--- src/rtl/saradc_ctrl.sv ---
// saradc_ctrl -- successive-approximation sequencer for the on-chip SAR ADC.
//
// A conversion is a track phase of SAMPLE_CYCLES cycles, then NBITS bit
// trials (MSB first), then a single DONE cycle. DONE strobes `valid` and
// holds the new `result`. In continuous mode, DONE goes straight back into
// the track phase.
//
// Ports
//   clk      conversion clock
//   rst      synchronous reset, active low
//   go       start request, level-sampled in IDLE and DONE
//   cont     continuous mode, sampled only in DONE
//   cmp      comparator decision (1 = input >= DAC), synchronous to clk
//   sample   track/hold control, 1 = track
//   dac_code trial code driven to the capacitive DAC
//   result   last completed conversion, held until the next DONE
//   valid    one-cycle strobe when result updates
//   busy     high in SAMPLE, CONV and DONE
//
// Every output is a register. No output depends combinationally on go,
// cont or cmp.
module saradc_ctrl #(
  parameter int NBITS         = 5,
  parameter int SAMPLE_CYCLES = 2   // legal range 1..15
) (
  input  logic             clk,
  input  logic             rst,
  input  logic             go,
  input  logic             cont,
  input  logic             cmp,
  output logic             sample,
  output logic [NBITS-1:0] dac_code,
  output logic [NBITS-1:0] result,
  output logic             valid,
  output logic             busy
);

  localparam int         IW      = (NBITS > 1) ? $clog2(NBITS) : 1;
  localparam logic [3:0] SC_LOAD = 4'(SAMPLE_CYCLES - 1);

  typedef enum logic [1:0] {
    IDLE   = 2'd0,
    SAMPLE = 2'd1,
    CONV   = 2'd2,
    DONE   = 2'd3
  } state_t;

  state_t           state;
  logic [IW-1:0]    idx;       // bit currently under trial
  logic [3:0]       scnt;      // remaining track cycles minus one
  logic [NBITS-1:0] acc;       // bits accepted so far
  logic [NBITS-1:0] bit_mask;
  logic [NBITS-1:0] acc_nxt;

  assign bit_mask = NBITS'(1) << idx;
  // Keep the trial bit when the comparator reports input >= DAC.
  assign acc_nxt  = cmp ? (acc | bit_mask) : acc;

  always_ff @(posedge clk) begin
    if (!rst) begin
      state    <= IDLE;
      idx      <= IW'(NBITS - 1);
      scnt     <= '0;
      acc      <= '0;
      sample   <= 1'b0;
      dac_code <= '0;
      result   <= '0;
      valid    <= 1'b0;
      busy     <= 1'b0;
    end else begin
      case (state)
        IDLE: begin
          if (go) begin
            state  <= SAMPLE;
            scnt   <= SC_LOAD;
            sample <= 1'b1;
            busy   <= 1'b1;
          end
        end
        SAMPLE: begin
          if (scnt == '0) begin
            // Leave track mode and present the MSB trial in the next cycle.
            state    <= CONV;
            sample   <= 1'b0;
            idx      <= IW'(NBITS - 1);
            acc      <= '0;
            dac_code <= NBITS'(1) << (NBITS - 1);
          end else begin
            scnt <= scnt - 4'd1;
          end
        end
        CONV: begin
          acc <= acc_nxt;
          if (idx == '0) begin
            state    <= DONE;
            result   <= acc_nxt;
            valid    <= 1'b1;
            dac_code <= '0;
          end else begin
            idx      <= idx - IW'(1);
            // Next trial: the accepted bits plus the next lower bit.
            dac_code <= acc_nxt | (bit_mask >> 1);
          end
        end
        DONE: begin
          valid <= 1'b0;
          if (cont || go) begin
            state  <= SAMPLE;
            scnt   <= SC_LOAD;
            sample <= 1'b1;
          end else begin
            state <= IDLE;
            busy  <= 1'b0;
          end
        end
        default: begin
          state <= IDLE;
          busy  <= 1'b0;
        end
      endcase
    end
  end

endmodule

--- config.mk ---
export PLATFORM = sky130hd
export DESIGN_NAME = saradc_ctrl
export DESIGN_NICKNAME = d
export VERILOG_FILES = /design/src/rtl/saradc_ctrl.sv
export SDC_FILE = /design/constraint.sdc
export NUM_CORES = 1
export LEC_CHECK = 0
export CAP_MARGIN = 20
export CORE_UTILIZATION = 55
export CTS_CLUSTER_DIAMETER = 80
export CTS_CLUSTER_SIZE = 8
export DETAILED_ROUTE_END_ITERATION = 16
export DONT_BUFFER_PORTS = 1
export PLACE_DENSITY = 0.76
export SLEW_MARGIN = 20
export SYNTH_ARGS = -nofsm -noshare
export SYNTH_HDL_FRONTEND = slang
export SYNTH_SLANG_ARGS = --single-unit
--- constraint.sdc ---
create_clock -name clk -period 1.7 [get_ports clk]
set_input_delay 0.17 -clock clk [delete_from_list [all_inputs] [get_ports clk]]
set_output_delay 0.17 -clock clk [all_outputs]
set_load 0.1 [all_outputs]
# Word-level counts from Yosys, hierarchy flattened
# Index checks and enable logic that the tools add are counted.
[op_classes]
n_addsub = 2
n_eq_ne = 10
shifts = 1
muxes = 26
n_bitwise = 2
reduce_logical = 16
[op_table]
columns = ["operator", "count"]
rows = [
  ["two-way mux 5 bit", 4],
  ["one-hot mux 5 bit (2 select lines)", 2],
  ["!= test 2 bit, second input constant", 7],
  ["two-way mux 4 bit", 3],
  ["one-hot mux 4 bit (3 select lines)", 1],
  ["AND reduction 3 bit", 3],
  ["one-hot mux 2 bit (4 select lines)", 1],
  ["AND reduction 4 bit", 2],
  ["two-way mux 1 bit", 6],
  ["two-way mux 2 bit", 3],
  ["two-way mux 3 bit", 2],
  ["one-hot mux 3 bit (2 select lines)", 1],
  ["AND reduction 2 bit", 3],
  ["nonzero test 2 bit", 3],
  ["bitwise OR 5 x 4 -> 5 bit", 1],
  ["bitwise OR 5 bit", 1],
  ["<< shifter 1 x 3 -> 5 bit, first input constant", 1],
  ["equality test 2 bit, second input constant", 2],
  ["logical NOT 4 bit", 1],
  ["one-hot mux 1 bit (2 select lines)", 2],
  ["subtractor 4 x 1 -> 4 bit, second input constant", 1],
  ["logical NOT 3 bit", 1],
  ["one-hot mux 1 bit (3 select lines)", 1],
  ["nonzero test 3 bit", 1],
  ["other kinds (4)", 4],
]
[totals]
ff_bits = 27
out_inout_bits = 13
elab_cells = 66

# Depth between registers and ports, before layout
[depth]
depth_word = 6
ltp_mapped = 7

# Worst setup path before layout
# Ideal clock, no wire load.
[synth_path]
path_kind = "register to register"
startpoint = "reg scnt[0]"
endpoint = "reg state[0]"
setup_time_ns = 0.125
arrival_time_ns = 1.643
required_ns = 1.575
slack_ns = -0.068
stages_incl_launch_ff = 7
period_less_slack_ns = 1.768
path_cell_list = "dfxtp_1 inv_1 ha_1 or3b_4 a222oi_1 and4b_2 a211oi_2"
[synth_via]
elab_chain_cells = 3
[synth_lines]
columns = ["item", "line", "rtl"]
rows = [
  ["from (decl)", "50", "logic [3:0] scnt;"],
  ["from (signal assigned)", "89", "scnt <= scnt - 4'd1;"],
  ["logical NOT 4 bit", "81", "if (scnt == '0) begin"],
  ["!= test 2 bit (no line)", "-", ""],
  ["AND reduction 3 bit (no line)", "-", ""],
  ["to (signal assigned)", "74", "state <= SAMPLE;"],
  ["to (signal assigned)", "83", "state <= CONV;"],
  ["to (signal assigned)", "95", "state <= DONE;"],
  ["to (decl)", "48", "state_t state;"],
]
# No other way between the ends.
# A chain may end at the register's enable or synchronous reset.

# Final worst setup path
# Same ends and word-level chain as after synthesis.

==> impl_metrics.py <==
metrics = {
    "grt": {
        "grt_pass1_wl_um": 5730,
        "grt_use_met3": 0.0374,
        "use_met1": 0.356,
        "grtUsageTotal": 0.274,
        "grt_start_max_net_pins": 28,
        "grt_overflow": 0,
        "antenna_found_initial": 0,
        "grt_pass1_vias": 1274,
        "top_usage_layer": "met2",
        "grtUsageMet2": 0.467,
    },
    "setup_path": {
        "critical_path_class": "register to register",
        "path_cells": "inv_2, ha_4, or3b_4, a222oi_1, buf_4, and4b_2, a211oi_2",
        "start_kind": "register",
        "required_ns": 1.92,
        "arrival_ns": 2.02,
        "slowest_stage": "or3b_4",
        "endpoint_kind": "register",
        "max_stage_delay_ns": 0.42,
        "critPathMaxFanout": 5,
    },
    "sta": {
        "finClkSkew_ns": 0.0108,
        "final-max-slew-violation-count": 0,
        "tns_ns": -0.171,
        "slew_headroom": 0.730,
        "grt_setup_unrepaired": "yes",
        "fin_crit_ns": 1.79,
        "hold_ws_ns": -0.0736,
        "timing.final.crit_share": 1.05,
        "finalHoldViolCount": 20,
        "fmax_mhz": 558,
        "tightest_slew_ns": 0.405,
        "setup_viol": 3,
        "setup_ws_ns": -0.0923,
    },
    "place": {
        "portBuffers": 0,
        "placed_area_sq_um": 1770,
        "gp_congestion": 0.853,
        "dp_hpwl_um": 2760,
        "dp.cells": 228,
    },
    "layout": {
        "finalNonFillerCells": 235,
        "syn_to_final_growth_pct": 27.8,
        "multi_input_area_sq_um": 905,
        "drive_gt1_frac": 0.307,
        "n_antenna_cell": 0,
        "regArea_sq_um": 547,
        "fillers": 187,
        "final_area_sq_um": 1870,
        "fin_nets": 224,
    },
    "floorplan": {
        "die_y_um": 53.5,
        "pin_count": 18,
        "rows": 18,
        "die_area_sq_um": 2860,
        "initial_core_util": 0.584,
        "die_w_um": 53.5,
        "core_sq_um": 2500,
    },
    "clocking": {
        "cts_buffers": 3,
        "cts_tree": "yes",
        "root_buffer": "clkbuf_4",
        "clkLatencyLatePin_ns": 0.33,
        "cts_sinks": 27,
        "h-tree-depth": 1,
        "cts_hold_buf": 3,
        "clock_path_buffers": 2,
        "clk_pin_slew_ns": 0.16,
    },
    "logic_synthesis": {
        "synth_area_sq_um": 1460,
        "ys.flop_type": "dfxtp_1",
        "yosysWarnings": 0,
        "syn-num-nets": 186,
        "synth_edf_count": 0,
        "ys_ff_latch": 27,
        "syn_avg_cell_area_sq_um": 8.69,
        "async_reset_ff_frac": 0,
        "ys_types": 41,
        "synth-seq-area-share": 0.370,
        "syn_inst": 168,
    },
    "drt": {
        "first_pass_iters": 5,
        "dr_total_vias": 1444,
        "post_drt_wl_per_cell_um": 15.6,
        "drcViolationCount": 0,
        "drt_iter0_drc": 61,
        "drt-total-wl_um": 3670,
        "ant_nets": 0,
        "vias_per_cell": 6.14,
    },
    "flow_run": {
        "cap_violations": 0,
    },
    "outcome": {
        "failed_checks": "hold timing, setup timing",
        "status": "finished with violations",
    },
    "power_and_ir_drop": {
        "p_per_area_nw_per_um2": 1510,
        "p_leak_nw": 0.756,
        "peakVddDrop_mv": 1.09,
    },
    "min_path": {
        "hold_class": "primary input to register",
    },
}
-- area by class of cell --
cell class	instances	area share
Clock buffer	3	0.0121
Timing Repair Buffer	39	0.166
Multi-Input combinational cell	125	0.485
Tap cell	30	0.0201
Inverter	10	0.0201
Sequential cell	27	0.293
Clock inverter	1	0.00402
-- worst max-delay path: cells and delay by family (launching register included) --
family	cells	cell delay [ns]
flip-flops	1	0.35
adder cells (fa/ha/maj)	1	0.13
buffers and inverters	2	0.26
AO/OA/AOI/OAI	2	0.31
AND/OR/NAND/NOR	2	0.65
-- state kept, by name, indices dropped and copies added, names as in the netlist --
register  cells
acc           5
dac_code      5
result        5
scnt          4
idx           3
state         2
busy          1
sample        1
valid         1
-- routing by layer --
metal / part of all wire / vias up
li1: - / 679
met1: 0.44 / 693
met3: 0.076 / 6
met4: 0.0063 / 0
met2: 0.48 / 66
met5: 0 / -
-- cell families (layout without fill, tap and decap cells) --
logic type | after synthesis | after routing | synth area share
simple gates | 57 | 57 | 0.209
flops | 27 | 27 | 0.370
fa+ha+maj | 13 | 13 | 0.111
compound gates | 54 | 54 | 0.261
mux | 1 | 1 | 0.00686
buf+inv | 16 | 53 | 0.0411
-- placed cells by master (no fill, tap or decap), types with 2 or more instances in the layout --
| cell | Yosys | layout |
|---|---|---|
| dlygate4sd3_1 | 0 | 2 |
| nand2_1 | 14 | 14 |
| o2111ai_1 | 2 | 2 |
| ha_1 | 13 | 9 |
| o211ai_1 | 2 | 2 |
| nor2b_1 | 12 | 11 |
| clkbuf_4 | 0 | 3 |
| dfxtp_1 | 27 | 24 |
| a211oi_2 | 1 | 2 |
| ha_2 | 0 | 3 |
| nor2_1 | 14 | 13 |
| dfxtp_2 | 0 | 2 |
| a21oi_1 | 13 | 13 |
| nor3_1 | 3 | 3 |
| a22oi_1 | 4 | 4 |
| a21boi_0 | 4 | 4 |
| nand3_1 | 3 | 3 |
| inv_1 | 10 | 8 |
| o21ai_0 | 13 | 12 |
| buf_4 | 0 | 36 |
| inv_2 | 0 | 2 |
| a32o_1 | 2 | 2 |
-- path summary, 6_finish.rpt --
kind	startpoint	slack, ns	cells past startpoint	endpoint
setup / recovery	scnt[0]	-0.09	7	state[0]
hold / removal	rst	-0.07	1	idx[2]
setup reg to reg	scnt[0]	-0.09	7	state[0]
hold reg to reg	dac_code[2]	0.47	2	dac_code[2]
-- timing repair --
item                                    in CTS  in global routing
buffers inserted                             0                  1
hold endpoints to repair                    21                 20
endpoints found under the setup margin      10                 17
resized for setup                            1                 12
pin swaps                                    3                  4
-- stage by stage --
step | total power, mW | utilization | setup WS (ns) | hold WS [ns]
after floorplan | 1.85 | - | -0.0247 | 0.388
after global placement | 2.34 | 0.709 | -0.0163 | 0.266
after detailed placement | 2.42 | 0.709 | -0.0423 | 0.276
after CTS | 2.73 | 0.733 | -0.0309 | -0.0799
after global routing | 2.95 | 0.747 | -0.0955 | -0.0853
final | 2.81 | 0.747 | -0.0923 | -0.0736
-- synthesized netlist by cell type (2+ instances only) --
cell / count / area (sq um)
a32o_1: 2 / 20.0
o2111ai_1: 2 / 17.5
o211ai_1: 2 / 15.0
dfxtp_1: 27 / 541
nor3b_1: 2 / 15.0
nor3_1: 3 / 15.0
a22oi_1: 4 / 30.0
inv_1: 10 / 37.5
nand3_1: 3 / 15.0
nand2_1: 14 / 52.6
ha_1: 13 / 163
clkbuf_1: 6 / 22.5
o21ai_0: 13 / 65.1
a21oi_1: 13 / 65.1
nor2_1: 14 / 52.6
nor2b_1: 12 / 75.1
a21boi_0: 4 / 30.0
-- where the power goes --
group	internal, mW	switching [mW]
logic	0.686	1.01
registers	0.747	0.0767
clock network	0.0900	0.205
total	1.52	1.29
Power figures use the tool's default switching activity.
